[src/rtl/adaptive_traffic_controller.sv]
// Two-road (NS/EW) intersection sequencer with programmable phase lengths,
// all-red clearance, latched pedestrian service, emergency preemption and
// night flash. Every output is a register, and phase mirrors the state register.
//
// Handshake note: the block has no valid/ready handshakes. ped_req is a
// level that is sampled on every rising edge and latched into ped_pending.
// emerg_req and flash_mode are levels that are sampled on every rising edge.
module adaptive_traffic_controller #(
  parameter int GREEN_TICKS  = 8,
  parameter int YELLOW_TICKS = 3,
  parameter int ALLRED_TICKS = 2,
  parameter int PED_TICKS    = 5,
  parameter int FLASH_TICKS  = 4,
  parameter int CNT_W        = 8
) (
  input  logic       clk,
  input  logic       reset,
  input  logic       ped_req,
  input  logic       emerg_req,
  input  logic       emerg_dir,
  input  logic       flash_mode,
  output logic [1:0] ns_light,
  output logic [1:0] ew_light,
  output logic       ped_walk,
  output logic       ped_pending,
  output logic [2:0] phase
);

  typedef enum logic [2:0] {
    S_NS_G  = 3'd0,
    S_NS_Y  = 3'd1,
    S_AR1   = 3'd2,
    S_EW_G  = 3'd3,
    S_EW_Y  = 3'd4,
    S_AR2   = 3'd5,
    S_PED   = 3'd6,
    S_FLASH = 3'd7
  } state_t;

  localparam logic [1:0] L_RED    = 2'b00;
  localparam logic [1:0] L_YELLOW = 2'b01;
  localparam logic [1:0] L_GREEN  = 2'b10;
  localparam logic [1:0] L_OFF    = 2'b11;

  // Timer reload values: a phase dwells TICKS cycles, so the timer counts TICKS-1 down to 0.
  localparam logic [CNT_W-1:0] LD_GREEN  = CNT_W'(GREEN_TICKS - 1);
  localparam logic [CNT_W-1:0] LD_YELLOW = CNT_W'(YELLOW_TICKS - 1);
  localparam logic [CNT_W-1:0] LD_ALLRED = CNT_W'(ALLRED_TICKS - 1);
  localparam logic [CNT_W-1:0] LD_PED    = CNT_W'(PED_TICKS - 1);
  localparam logic [CNT_W-1:0] LD_FLASH  = CNT_W'(FLASH_TICKS - 1);
  localparam logic [CNT_W-1:0] ONE       = CNT_W'(1);

  state_t           state, state_next;
  logic [CNT_W-1:0] timer, timer_next;
  logic             flash_on, flash_on_next;     // 1 = yellow half of flash, 0 = dark half
  logic             ped_ret_ew, ped_ret_ew_next; // green to resume after a walk phase
  logic             ped_pending_next;
  logic [1:0]       ns_next, ew_next;
  logic             walk_next;
  logic             timer_zero;
  state_t           wanted_green;

  assign timer_zero   = (timer == '0);
  assign wanted_green = emerg_dir ? S_EW_G : S_NS_G;
  assign phase        = state;

  // Next-state and timer logic, which includes emergency, flash and pedestrian arbitration
  always_comb begin
    state_next      = state;
    timer_next      = timer_zero ? timer : timer - ONE;
    flash_on_next   = flash_on;
    ped_ret_ew_next = ped_ret_ew;
    case (state)
      S_NS_G: begin
        if (emerg_req && !emerg_dir) begin
          timer_next = LD_GREEN;            // wanted direction already green: hold
        end else if ((emerg_req && emerg_dir) || timer_zero) begin
          state_next = S_NS_Y;
          timer_next = LD_YELLOW;
        end
      end
      S_EW_G: begin
        if (emerg_req && emerg_dir) begin
          timer_next = LD_GREEN;
        end else if ((emerg_req && !emerg_dir) || timer_zero) begin
          state_next = S_EW_Y;
          timer_next = LD_YELLOW;
        end
      end
      S_NS_Y: begin
        if (timer_zero) begin
          state_next = S_AR1;
          timer_next = LD_ALLRED;
        end
      end
      S_EW_Y: begin
        if (timer_zero) begin
          state_next = S_AR2;
          timer_next = LD_ALLRED;
        end
      end
      S_AR1, S_AR2: begin
        if (timer_zero) begin
          if (emerg_req) begin
            state_next = wanted_green;
            timer_next = LD_GREEN;
          end else if (flash_mode) begin
            state_next    = S_FLASH;
            timer_next    = LD_FLASH;
            flash_on_next = 1'b1;
          end else if (ped_pending) begin
            state_next      = S_PED;
            timer_next      = LD_PED;
            ped_ret_ew_next = (state == S_AR1);
          end else begin
            state_next = (state == S_AR1) ? S_EW_G : S_NS_G;
            timer_next = LD_GREEN;
          end
        end
      end
      S_PED: begin
        if (timer_zero) begin
          if (emerg_req) state_next = wanted_green;
          else           state_next = ped_ret_ew ? S_EW_G : S_NS_G;
          timer_next = LD_GREEN;
        end
      end
      S_FLASH: begin
        if (timer_zero) begin
          if (emerg_req || (!flash_on && !flash_mode)) begin
            state_next = S_AR2;
            timer_next = LD_ALLRED;
          end else begin
            flash_on_next = !flash_on;
            timer_next    = LD_FLASH;
          end
        end
      end
      default: begin
        state_next = S_NS_G;
        timer_next = LD_GREEN;
      end
    endcase
  end

  // Pedestrian latch: any request sets it, entering the walk phase clears it
  always_comb begin
    ped_pending_next = ped_req || (ped_pending && !((state != S_PED) && (state_next == S_PED)));
  end

  // Signal-head decode of the upcoming state so the heads are registered with it
  always_comb begin
    ns_next   = L_RED;
    ew_next   = L_RED;
    walk_next = 1'b0;
    case (state_next)
      S_NS_G:  ns_next = L_GREEN;
      S_NS_Y:  ns_next = L_YELLOW;
      S_EW_G:  ew_next = L_GREEN;
      S_EW_Y:  ew_next = L_YELLOW;
      S_PED:   walk_next = 1'b1;
      S_FLASH: begin
        ns_next = flash_on_next ? L_YELLOW : L_OFF;
        ew_next = flash_on_next ? L_YELLOW : L_OFF;
      end
      default: ;
    endcase
  end

  // State, timer and output registers, which reset to the start of NS green
  always_ff @(posedge clk) begin
    if (reset) begin
      state       <= S_NS_G;
      timer       <= LD_GREEN;
      flash_on    <= 1'b0;
      ped_ret_ew  <= 1'b0;
      ped_pending <= 1'b0;
      ns_light    <= L_GREEN;
      ew_light    <= L_RED;
      ped_walk    <= 1'b0;
    end else begin
      state       <= state_next;
      timer       <= timer_next;
      flash_on    <= flash_on_next;
      ped_ret_ew  <= ped_ret_ew_next;
      ped_pending <= ped_pending_next;
      ns_light    <= ns_next;
      ew_light    <= ew_next;
      ped_walk    <= walk_next;
    end
  end

endmodule

[config.mk]
export PLATFORM = sky130hd
export DESIGN_NAME = adaptive_traffic_controller
export DESIGN_NICKNAME = d
export VERILOG_FILES = /design/src/rtl/adaptive_traffic_controller.sv
export SDC_FILE = /design/constraint.sdc
export NUM_CORES = 1
export LEC_CHECK = 0
export CORE_MARGIN = 8
export CORE_UTILIZATION = 55
export DETAILED_ROUTE_END_ITERATION = 10
export PLACE_DENSITY = 0.77
export SLEW_MARGIN = 30
export SYNTH_ARGS = -nofsm -noshare
export SYNTH_HDL_FRONTEND = slang
export SYNTH_SLANG_ARGS = --single-unit
[constraint.sdc]
create_clock -name clk -period 3.2 [get_ports clk]
set_input_delay 0.64 -clock clk [delete_from_list [all_inputs] [get_ports clk]]
set_output_delay 0.64 -clock clk [all_outputs]
set_load 0.1 [all_outputs]
==> results of run 1 <==
[worst reg2reg max path, cell delays in order (launching register included)]
cell	delay [ns]
dfxtp_1	0.37
inv_1	0.08
ha_1	0.18
nor3b_4	0.32
and2_4	0.30
inv_2	0.13
a32o_1	0.24
o32a_4	0.41
and4b_1	0.18
a211o_1	0.27
[metal layers]
layer / wire length (um) / vias to the layer above
li1: - / 609
met1: 1390 / 594
met2: 1620 / 59
met3: 208 / 4
met4: 36 / 0
met5: 0 / -
[path summary, 6_finish.rpt]
path	start	end	slack (ns)	cells after the start
min reg2reg	timer[3]	timer[3]	0.54	2
min	timer[3]	timer[3]	0.54	2
max	emerg_req	ns_light[1]	0.50	7
max reg2reg	timer[0]	ns_light[1]	0.62	9
[cell usage after synthesis, types with 2 or more instances]
cell | number | share of area
o31ai_1 | 3 | 0.017
o21a_1 | 2 | 0.011
a211oi_1 | 3 | 0.017
ha_1 | 2 | 0.019
a31oi_1 | 3 | 0.014
o21ai_1 | 2 | 0.0076
nor2_1 | 20 | 0.057
o21ai_0 | 4 | 0.015
o22ai_1 | 2 | 0.0095
a21oi_1 | 8 | 0.031
nor2b_1 | 9 | 0.043
nand2b_1 | 3 | 0.014
maj3_1 | 2 | 0.015
a22o_1 | 3 | 0.020
nand3_1 | 4 | 0.015
xor2_1 | 3 | 0.020
a221oi_1 | 2 | 0.013
clkbuf_1 | 5 | 0.014
buf_2 | 3 | 0.011
and2_1 | 2 | 0.0095
inv_1 | 6 | 0.017
xnor2_1 | 4 | 0.027
nand2_1 | 12 | 0.034
a311oi_1 | 3 | 0.020
a32o_1 | 2 | 0.015
dfxtp_1 | 19 | 0.29
nor3_1 | 6 | 0.023
a2111oi_0 | 2 | 0.013
[state kept, by name, summed over array words and instances (netlist names)]
name         count
ew_light         2
phase            3
timer            8
ped_pending      1
ped_walk         1
flash_on         1
ped_ret_ew       1
ns_light         2
[cell type report]
class                      count  area [um2]
clock buffer                   3        22.5
timing repair buffer          15         125
multi-input combinational    125         855
inverter                       8        30.0
clock inverter                 1        5.00
tap                           28        35.0
fill                         191         781
sequential                    19         380
[cells by family after synthesis]
| logic type | share of synthesized area |
|---|---|
| adders and majority gates | 0.0344 |
| muxes | 0.00764 |
| DFF | 0.290 |
| and+or+nand+nor | 0.271 |
| AOI/OAI and AO/OA | 0.292 |
| xor gates and xnor gates | 0.0468 |
| buffers and inverters | 0.0573 |
[per-stage QoR]
stage | setup slack [ns] | instances
final | 0.498 | 199
after detailed placement | 0.198 | 195
after global placement | 0.270 | 195
after CTS | 0.539 | 199
after floorplan | 0.590 | 162
after global routing | 0.358 | 199
[power by group]
group          internal, mW  switching, mW
combinational        0.0371         0.0681
sequential            0.245         0.0128
clock                0.0466         0.0747
[cell usage in the layout, fill, tap and decap left out, types with 4 or more instances in the layout]
cell type	instances
nor2_1	20
dfxtp_1	19
nand2_1	12
buf_4	10
nor2b_1	9
a21oi_1	8
inv_1	6
nor3_1	6
clkdlybuf4s50_1	5
nand3_1	4
xnor2_1	4
o21ai_0	4
==> metrics.csv, run 1 <==
stage,metric,value,unit
yosys,Mapped Cells,162,
power_and_ir_drop,total power,0.484,mW
global_route,first-pass GRT wire length,5680,um
placed_design,placed instance area,1430,um2
sta,Hold WS,0.540,ns
floorplanning,Vert. Die Dim,64.8,um
finish,share of layout cells above drive strength 1,0.135,
sta,RSZ-0062 raised after global routing,false,
clock_tree,H-tree depth,1,
setup_path,kind of critical path,input port to flip-flop,
floorplanning,# IOs,15,
sta,final setup fails,0,
detailed_routing,via count,1266,
power_and_ir_drop,Leak,0.550,nW
placed_design,Final HPWL DP,2400,um
finish,Area Growth Syn to Fin,10.9,%
yosys,mean post-synth cell area,8.09,um2
finish,# diodes,0,
hold_path,min-delay worst type,flip-flop to flip-flop,
setup_path,CP Max Fanout,16,
clock_tree,root buffer cell,clkbuf_4,
clock_tree,clk buf depth,2,
sta,Fin Setup TNS,0,ns
yosys,Post-synth ARST share,0,
sta,"Hold Vio Cnt, Final",0,
floorplanning,Starting Density,0.587,
setup_path,Worst EP required,3.41,ns
floorplanning,die footprint,4200,um2
yosys,Syn Nets,170,
setup_path,CP Data Arrival Time,2.91,ns
finish,final instance area,1450,um2
yosys,"EDFF count, synth",0,
global_route,GRT met3 Usage,0.0430,
sta,final period utilization,0.844,
flow_run,maxcap violations,0,
setup_path,CP max stage cell,clkdlybuf4s50_1,
yosys,Seq cells post-synth,19,
clock_tree,"Clk Latency, worst-skew pair",0.31,ns
placed_design,routability cong.,0.917,
clock_tree,CTS tree,built,
sta,Tmin final,2.70,ns
power_and_ir_drop,P per Cell Area,333,nW/um2
global_route,Congestion Overflow GR,0,
sta,max frequency,0.370,GHz
detailed_routing,WL/cell,16.4,um
global_route,met2 GRT Util,0.278,
clock_tree,total CTS buffers,3,
floorplanning,die width,64.8,um
yosys,Synth Flop Type,dfxtp_1,
run_status,run status,"finished, final reports clean",
global_route,initial antenna violation count,0,
sta,Layout Skew,0.0139,ns
power_and_ir_drop,worst vdd ir,0.349,mV
global_route,number of global-route vias before repair,1250,
detailed_routing,antenna-violating nets left,0,
clock_tree,post-CTS sizing,0,
global_route,total track usage,0.164,
setup_path,Setup crit end kind,flip-flop,
global_route,met1 Usage GRT,0.197,
detailed_routing,drc violations,0,
clock_tree,CTS hold repair buffers,0,
detailed_routing,via/cell ratio,6.36,
clock_tree,CTS sink cnt,19,
setup_path,CP Cell Sequence,clkdlybuf4s50_1 -> nand2_1 -> o22ai_1 -> a32o_1 -> o32a_4 -> and4b_1 -> a211o_1,
setup_path,crit path buf inv count,1,
detailed_routing,starting DRC count in detailed routing,81,
floorplanning,core area,2230,um2
sta,Slew Limit Headroom,0.557,
detailed_routing,Detailed Route WL,3260,um
placed_design,Buffers on Ports,14,
clock_tree,Post-CTS Setup Bufs,0,
finish,final core occ,0.650,
yosys,post-synthesis sequential area ratio,0.290,
setup_path,Top Family by Delay on Critical Path,compound AO/OA/AOI/OAI gates,
setup_path,Crit path largest cell delay,0.70,ns
sta,Slew @ Worst Pin,0.663,ns
global_route,largest net degree at the start of global routing,20,
clock_tree,Worst-path clk slew,0.11,ns
finish,Final nets,180,
global_route,GR peak layer,met2,
yosys,Cell variety after synth,51,
detailed_routing,router iterations before antenna repair,4,
sta,"Slew Viols, Final",0,
setup_path,CP startpoint kind,input port,
floorplanning,# rows,17,
yosys,Post-Syn Area,1310,um2
yosys,yosys warns,0,
Note: power is estimated with default switching activity, not from simulation.
==> run 2: changes to the inputs <==
==> constraint.sdc (replaced) <==
create_clock -name clk -period 2.75 [get_ports clk]
set_input_delay 0.55 -clock clk [delete_from_list [all_inputs] [get_ports clk]]
set_output_delay 0.55 -clock clk [all_outputs]
set_load 0.1 [all_outputs]
==> run 2 against run 1 <==
  * Combinational power is 26% higher
  * Count of clock-buffer cells in the layout unchanged
  * Critical path depth up 2
  * Sequential power rose by 16%
  * Sequential share of layout area shrank 1.3 points
  * Critical path type is now flip-flop to flip-flop
  * Largest power group unchanged
==> metrics.csv, run 2 (same netlist as run 1, synthesis figures left out) <==
stage,metric,value,unit,change
run_status,run status,"finished, final reports clean",,
setup_path,Setup crit end kind,flip-flop,,
setup_path,CP Cell Sequence,inv_1 -> ha_1 -> nor3b_4 -> and2_4 -> inv_2 -> a32o_1 -> o32a_4 -> and4b_1 -> a211o_1,,
finish,most frequent cells in the layout,"nor2_1, buf_4, dfxtp_1",,
floorplanning,# rows,17,,unchanged
placed_design,Final HPWL DP,2660,um,+11%
clock_tree,clk buf depth,2,,unchanged
setup_path,CP max stage cell,o32a_4,,
global_route,total track usage,0.178,,+0.0146
clock_tree,total CTS buffers,3,,unchanged
floorplanning,Starting Density,0.587,,unchanged
clock_tree,"Clk Latency, worst-skew pair",0.31,ns,about the same
finish,Biggest register,timer,,
detailed_routing,Detailed Route WL,3530,um,+8.4%
finish,fillers,193,,+1.0%
setup_path,CP Max Fanout,12,,-4
power_and_ir_drop,total power,0.582,mW,+20%
finish,max reg flops,8,,unchanged
global_route,Congestion Overflow GR,0,,unchanged
floorplanning,die width,64.8,um,unchanged
detailed_routing,antenna-violating nets left,0,,unchanged
floorplanning,core area,2230,um2,unchanged
flow_run,maxcap violations,0,,unchanged
global_route,met1 Usage GRT,0.233,,+0.0360
global_route,initial antenna violation count,0,,unchanged
setup_path,Worst EP required,2.96,ns,-0.45 ns
power_and_ir_drop,Switch Pwr,0.195,mW,+25%
detailed_routing,WL/cell,16.9,um,+3.2%
clock_tree,Worst-path clk slew,0.12,ns,about the same
detailed_routing,via count,1310,,+3.5%
detailed_routing,router iterations before antenna repair,4,,unchanged
global_route,largest net degree at the start of global routing,16,,-20%
power_and_ir_drop,worst vdd ir,0.245,mV,-30%
sta,Slew @ Worst Pin,0.546,ns,-0.118 ns
power_and_ir_drop,Power Internal,0.387,mW,+18%
clock_tree,H-tree depth,1,,unchanged
sta,final period utilization,0.910,,
power_and_ir_drop,switching part of the total,0.335,,+0.0138
power_and_ir_drop,sequential share of power,0.511,,-0.021
power_and_ir_drop,Clk pwr share,0.262,,+0.011
finish,final core occ,0.684,,+0.0336
clock_tree,CTS hold repair buffers,0,,unchanged
global_route,number of global-route vias before repair,1310,,+4.8%
floorplanning,Vert. Die Dim,64.8,um,unchanged
placed_design,routability cong.,0.951,,+3.8%
placed_design,dpl cells,205,,+5.1%
detailed_routing,via/cell ratio,6.27,,-1.5%
hold_path,min-delay worst type,flip-flop to flip-flop,,
sta,RSZ-0062 raised after global routing,false,,
setup_path,Crit path largest cell delay,0.42,ns,-0.28 ns
global_route,met2 GRT Util,0.281,,+0.00248
global_route,GR peak layer,met2,,
global_route,first-pass GRT wire length,6240,um,+9.8%
clock_tree,CTS tree,built,,
clock_tree,root buffer cell,clkbuf_4,,
sta,"Hold Vio Cnt, Final",0,,unchanged
finish,# diodes,0,,unchanged
sta,final setup fails,0,,unchanged
clock_tree,post-CTS sizing,0,,unchanged
sta,"Slew Viols, Final",0,,unchanged
clock_tree,CTS sink cnt,19,,unchanged
floorplanning,die footprint,4200,um2,unchanged
setup_path,worst reg-to-reg setup slack,0.25,ns,-0.37 ns
finish,share of layout cells above drive strength 1,0.182,,+0.0478
sta,setup ws final,0.247,ns,-0.251 ns
detailed_routing,starting DRC count in detailed routing,100,,+23%
finish,Area Growth Syn to Fin,16.6,%,
global_route,GRT met3 Usage,0.0292,,-0.0137
placed_design,Buffers on Ports,14,,unchanged
power_and_ir_drop,Comb power frac,0.228,,+0.011
finish,Final nets,190,,+5.6%
setup_path,CP Data Arrival Time,2.72,ns,-0.19 ns
sta,Tmin final,2.50,ns,
setup_path,kind of critical path,flip-flop to flip-flop,,
sta,Slew Limit Headroom,0.635,,+0.0784
sta,max frequency,0.400,GHz,
setup_path,CP startpoint kind,flip-flop,,
floorplanning,# IOs,15,,unchanged
placed_design,pre-CTS setup slack,0.0153,ns,-0.182 ns
power_and_ir_drop,P per Cell Area,381,nW/um2,+14%
clock_tree,Post-CTS Setup Bufs,0,,unchanged
sta,Layout Skew,0.00174,ns,-0.0121 ns
power_and_ir_drop,Leak,0.599,nW,+8.9%
sta,Fin Setup TNS,0,ns,unchanged
detailed_routing,drc violations,0,,unchanged
finish,"non-filler cells, final",209,,+5.0%
[run 2: cell type report]
| cell class | instances | area, um2 | share of cell area |
|---|---|---|---|
| inverters | 8 | 30.0 | 0.0197 |
| multi-input cells | 125 | 855 | 0.559 |
| clock inverters | 1 | 5.00 | 0.00328 |
| flip-flops and latches | 19 | 380 | 0.249 |
| clock buffers | 3 | 22.5 | 0.0147 |
| well taps | 28 | 35.0 | 0.0229 |
| repair buffers | 25 | 200 | 0.131 |
[run 2: final timing paths]
path	startpoint	end	depth (start not counted)
min	timer[3]	timer[3]	2
max	timer[0]	ns_light[1]	9
max reg2reg	timer[0]	ns_light[1]	9
min reg2reg	timer[3]	timer[3]	2
[run 2: critical path, delay by kind of cell, from the launching register on]
family / cells / cell delay (ns)
AND/OR/NAND/NOR: 3 / 0.67
flip-flops: 1 / 0.38
buffers and inverters: 2 / 0.20
AO/OA/AOI/OAI: 3 / 0.96
adder cells (fa/ha/maj): 1 / 0.19
[run 2: stage by stage]
stage,hold WS (ns),cell area (um2)
CTS,0.540,1530
global placement,0.499,1500
floorplan,0.488,1310
global route,0.570,1530
finish,0.537,1530
detailed placement,0.524,1500
[run 2: power by group through the flow]
| stage | clock [mW] | combinational (mW) | sequential [mW] |
|---|---|---|---|
| 6_report | 0.152 | 0.132 | 0.297 |
| 5_1_grt | 0.161 | 0.142 | 0.299 |
| 4_1_cts | 0.149 | 0.131 | 0.297 |
| 3_5_place_dp | 0 | 0.130 | 0.303 |
| 3_3_place_gp | 0 | 0.129 | 0.303 |
| 2_1_floorplan | 0 | 0.0650 | 0.331 |
[run 2: metal layers]
layer | vias to the layer above | routed length, um
met4 | 0 | 69
met1 | 603 | 1510
met5 | - | 0
li1 | 638 | -
met2 | 58 | 1680
met3 | 11 | 273
==> run 3: changes to the inputs <==
--- a/config.mk
+++ b/config.mk
@@ -5,11 +5,12 @@
 export SDC_FILE = /design/constraint.sdc
 export NUM_CORES = 1
 export LEC_CHECK = 0
+export CORE_ASPECT_RATIO = 1.4
 export CORE_MARGIN = 8
 export CORE_UTILIZATION = 55
 export DETAILED_ROUTE_END_ITERATION = 10
+export HOLD_SLACK_MARGIN = 0.05
 export PLACE_DENSITY = 0.77
-export SLEW_MARGIN = 30
 export SYNTH_ARGS = -nofsm -noshare
 export SYNTH_HDL_FRONTEND = slang
 export SYNTH_SLANG_ARGS = --single-unit
==> run 3 against run 2 <==
  * Clock power decreased by 3%
  * Non-clock buffer count decreased by 2
  * Largest cell class unchanged
  * Highest routed layer unchanged
  * First-iteration DRC count decreased by 35%
  * Via count decreased by 2.4%
  * Maximum frequency about the same
  * Sequential power about the same
  * Critical path type is now input port to flip-flop
==> metrics.csv, run 3 (same netlist as run 1, synthesis figures left out) <==
stage,metric,value,unit,change
run_status,run status,"finished, final reports clean",,
clock_tree,Worst-path clk slew,0.12,ns,about the same
floorplanning,die footprint,4220,um2,+0.52%
power_and_ir_drop,total power,0.575,mW,-1.2%
flow_run,maxcap violations,0,,unchanged
finish,"most common cell after layout, fill and taps aside",nor2_1,,
clock_tree,total CTS buffers,3,,unchanged
finish,Final nets,188,,-1.1%
power_and_ir_drop,P per Cell Area,381,nW/um2,+0.16%
clock_tree,CTS tree,built,,
global_route,number of global-route vias before repair,1279,,-2.4%
placed_design,pre-CTS setup slack,0.0367,ns,+0.0214 ns
sta,Hold WS,0.526,ns,-0.0101 ns
sta,"Hold Vio Cnt, Final",0,,unchanged
sta,Fin Setup TNS,0,ns,unchanged
detailed_routing,Detailed Route WL,3300,um,-6.6%
clock_tree,clk buf depth,2,,unchanged
clock_tree,H-tree depth,1,,unchanged
floorplanning,die width,57.2,um,-12%
detailed_routing,router iterations before antenna repair,4,,unchanged
detailed_routing,starting DRC count in detailed routing,65,,-35%
sta,setup ws final,0.249,ns,+0.00168 ns
placed_design,Final HPWL DP,2450,um,-7.9%
setup_path,worst reg-to-reg setup slack,0.41,ns,+0.16 ns
placed_design,routability cong.,0.938,,-1.4%
detailed_routing,via count,1278,,-2.4%
finish,# diodes,0,,unchanged
floorplanning,# IOs,15,,unchanged
detailed_routing,via/cell ratio,6.33,,+0.94%
floorplanning,# rows,21,,+4
sta,Layout Skew,0.00697,ns,+0.00523 ns
finish,Area Growth Syn to Fin,15.0,%,
detailed_routing,drc violations,0,,unchanged
setup_path,CP Max Fanout,9,,-3
placed_design,Buffers on Ports,14,,unchanged
finish,share of layout cells above drive strength 1,0.173,,-0.00914
hold_path,min-delay worst type,flip-flop to flip-flop,,
clock_tree,post-CTS sizing,0,,unchanged
finish,max reg flops,8,,unchanged
setup_path,CP Data Arrival Time,2.72,ns,about the same
detailed_routing,WL/cell,16.3,um,-3.4%
sta,RSZ-0062 raised after global routing,false,,
global_route,Congestion Overflow GR,0,,unchanged
finish,most frequent cells in the layout,"nor2_1, dfxtp_1, buf_4",,
sta,Slew Limit Headroom,0.566,,-0.0692
sta,final setup fails,0,,unchanged
setup_path,kind of critical path,input port to flip-flop,,
sta,Tmin final,2.50,ns,-0.00168 ns
sta,final period utilization,0.910,,about the same
power_and_ir_drop,worst vdd ir,0.358,mV,+46%
detailed_routing,antenna-violating nets left,0,,unchanged
global_route,initial antenna violation count,0,,unchanged
floorplanning,Starting Density,0.560,,-0.0264
sta,Slew @ Worst Pin,0.650,ns,+0.104 ns
floorplanning,Vert. Die Dim,73.7,um,+14%
clock_tree,Post-CTS Setup Bufs,0,,unchanged
clock_tree,CTS sink cnt,19,,unchanged
global_route,largest net degree at the start of global routing,20,,+4
sta,max frequency,0.400,GHz,about the same
clock_tree,CTS hold repair buffers,0,,unchanged
global_route,first-pass GRT wire length,5580,um,-11%
global_route,total track usage,0.168,,-0.0109
setup_path,Setup crit end kind,flip-flop,,
clock_tree,root buffer cell,clkbuf_4,,
finish,Biggest register,timer,,
setup_path,Worst EP required,2.97,ns,about the same
floorplanning,core area,2340,um2,+4.7%
power_and_ir_drop,Leak,0.588,nW,-1.8%
setup_path,CP startpoint kind,input port,,
clock_tree,"Clk Latency, worst-skew pair",0.31,ns,about the same
sta,"Slew Viols, Final",0,,unchanged
-- run 3: path summary, 6_finish.rpt --
| path | start | to | cells after the start |
|---|---|---|---|
| setup / recovery | emerg_req | ns_light[0] | 7 |
| hold / removal | timer[3] | timer[3] | 2 |
| setup reg to reg | timer[1] | ns_light[1] | 9 |
| hold reg to reg | timer[3] | timer[3] | 2 |
-- run 3: area by class of cell --
class / instances / area, um2
Inverter: 8 / 30.0
Sequential cell: 19 / 380
Clock buffer: 3 / 22.5
Clock inverter: 1 / 5.00
Tap cell: 23 / 28.8
Timing Repair Buffer: 23 / 185
Fill cell: 192 / 832
Multi-Input combinational cell: 125 / 855
-- run 3: metrics by stage --
step	util	instances	instance area, um2
CTS	0.644	202	1510
global route	0.644	202	1510
detailed placement	0.632	198	1480
global placement	0.632	198	1480
finish	0.644	202	1510
floorplan	-	162	1310
-- run 3: where the power goes --
group / internal [mW] / switching [mW] / total [mW]
Combinational: 0.0485 / 0.0824 / 0.131
Clock: 0.0543 / 0.0927 / 0.147
Sequential: 0.285 / 0.0121 / 0.297
-- run 3: metal layers --
layer	global-route usage	vias to the layer above	routed length (um)
met2	0.288	43	1670
li1	-	631	-
met3	0.0263	12	163
met4	0.131	0	145
met5	0	-	0
met1	0.177	592	1320
-- run 3: worst max-delay path: stages --
cell and delay (ns):
clkdlybuf4s50_1 0.64, mux2i_1 0.31, a211oi_1 0.11, a211oi_1 0.48, o311ai_2 0.25, nor2b_1 0.21, and2_1 0.16
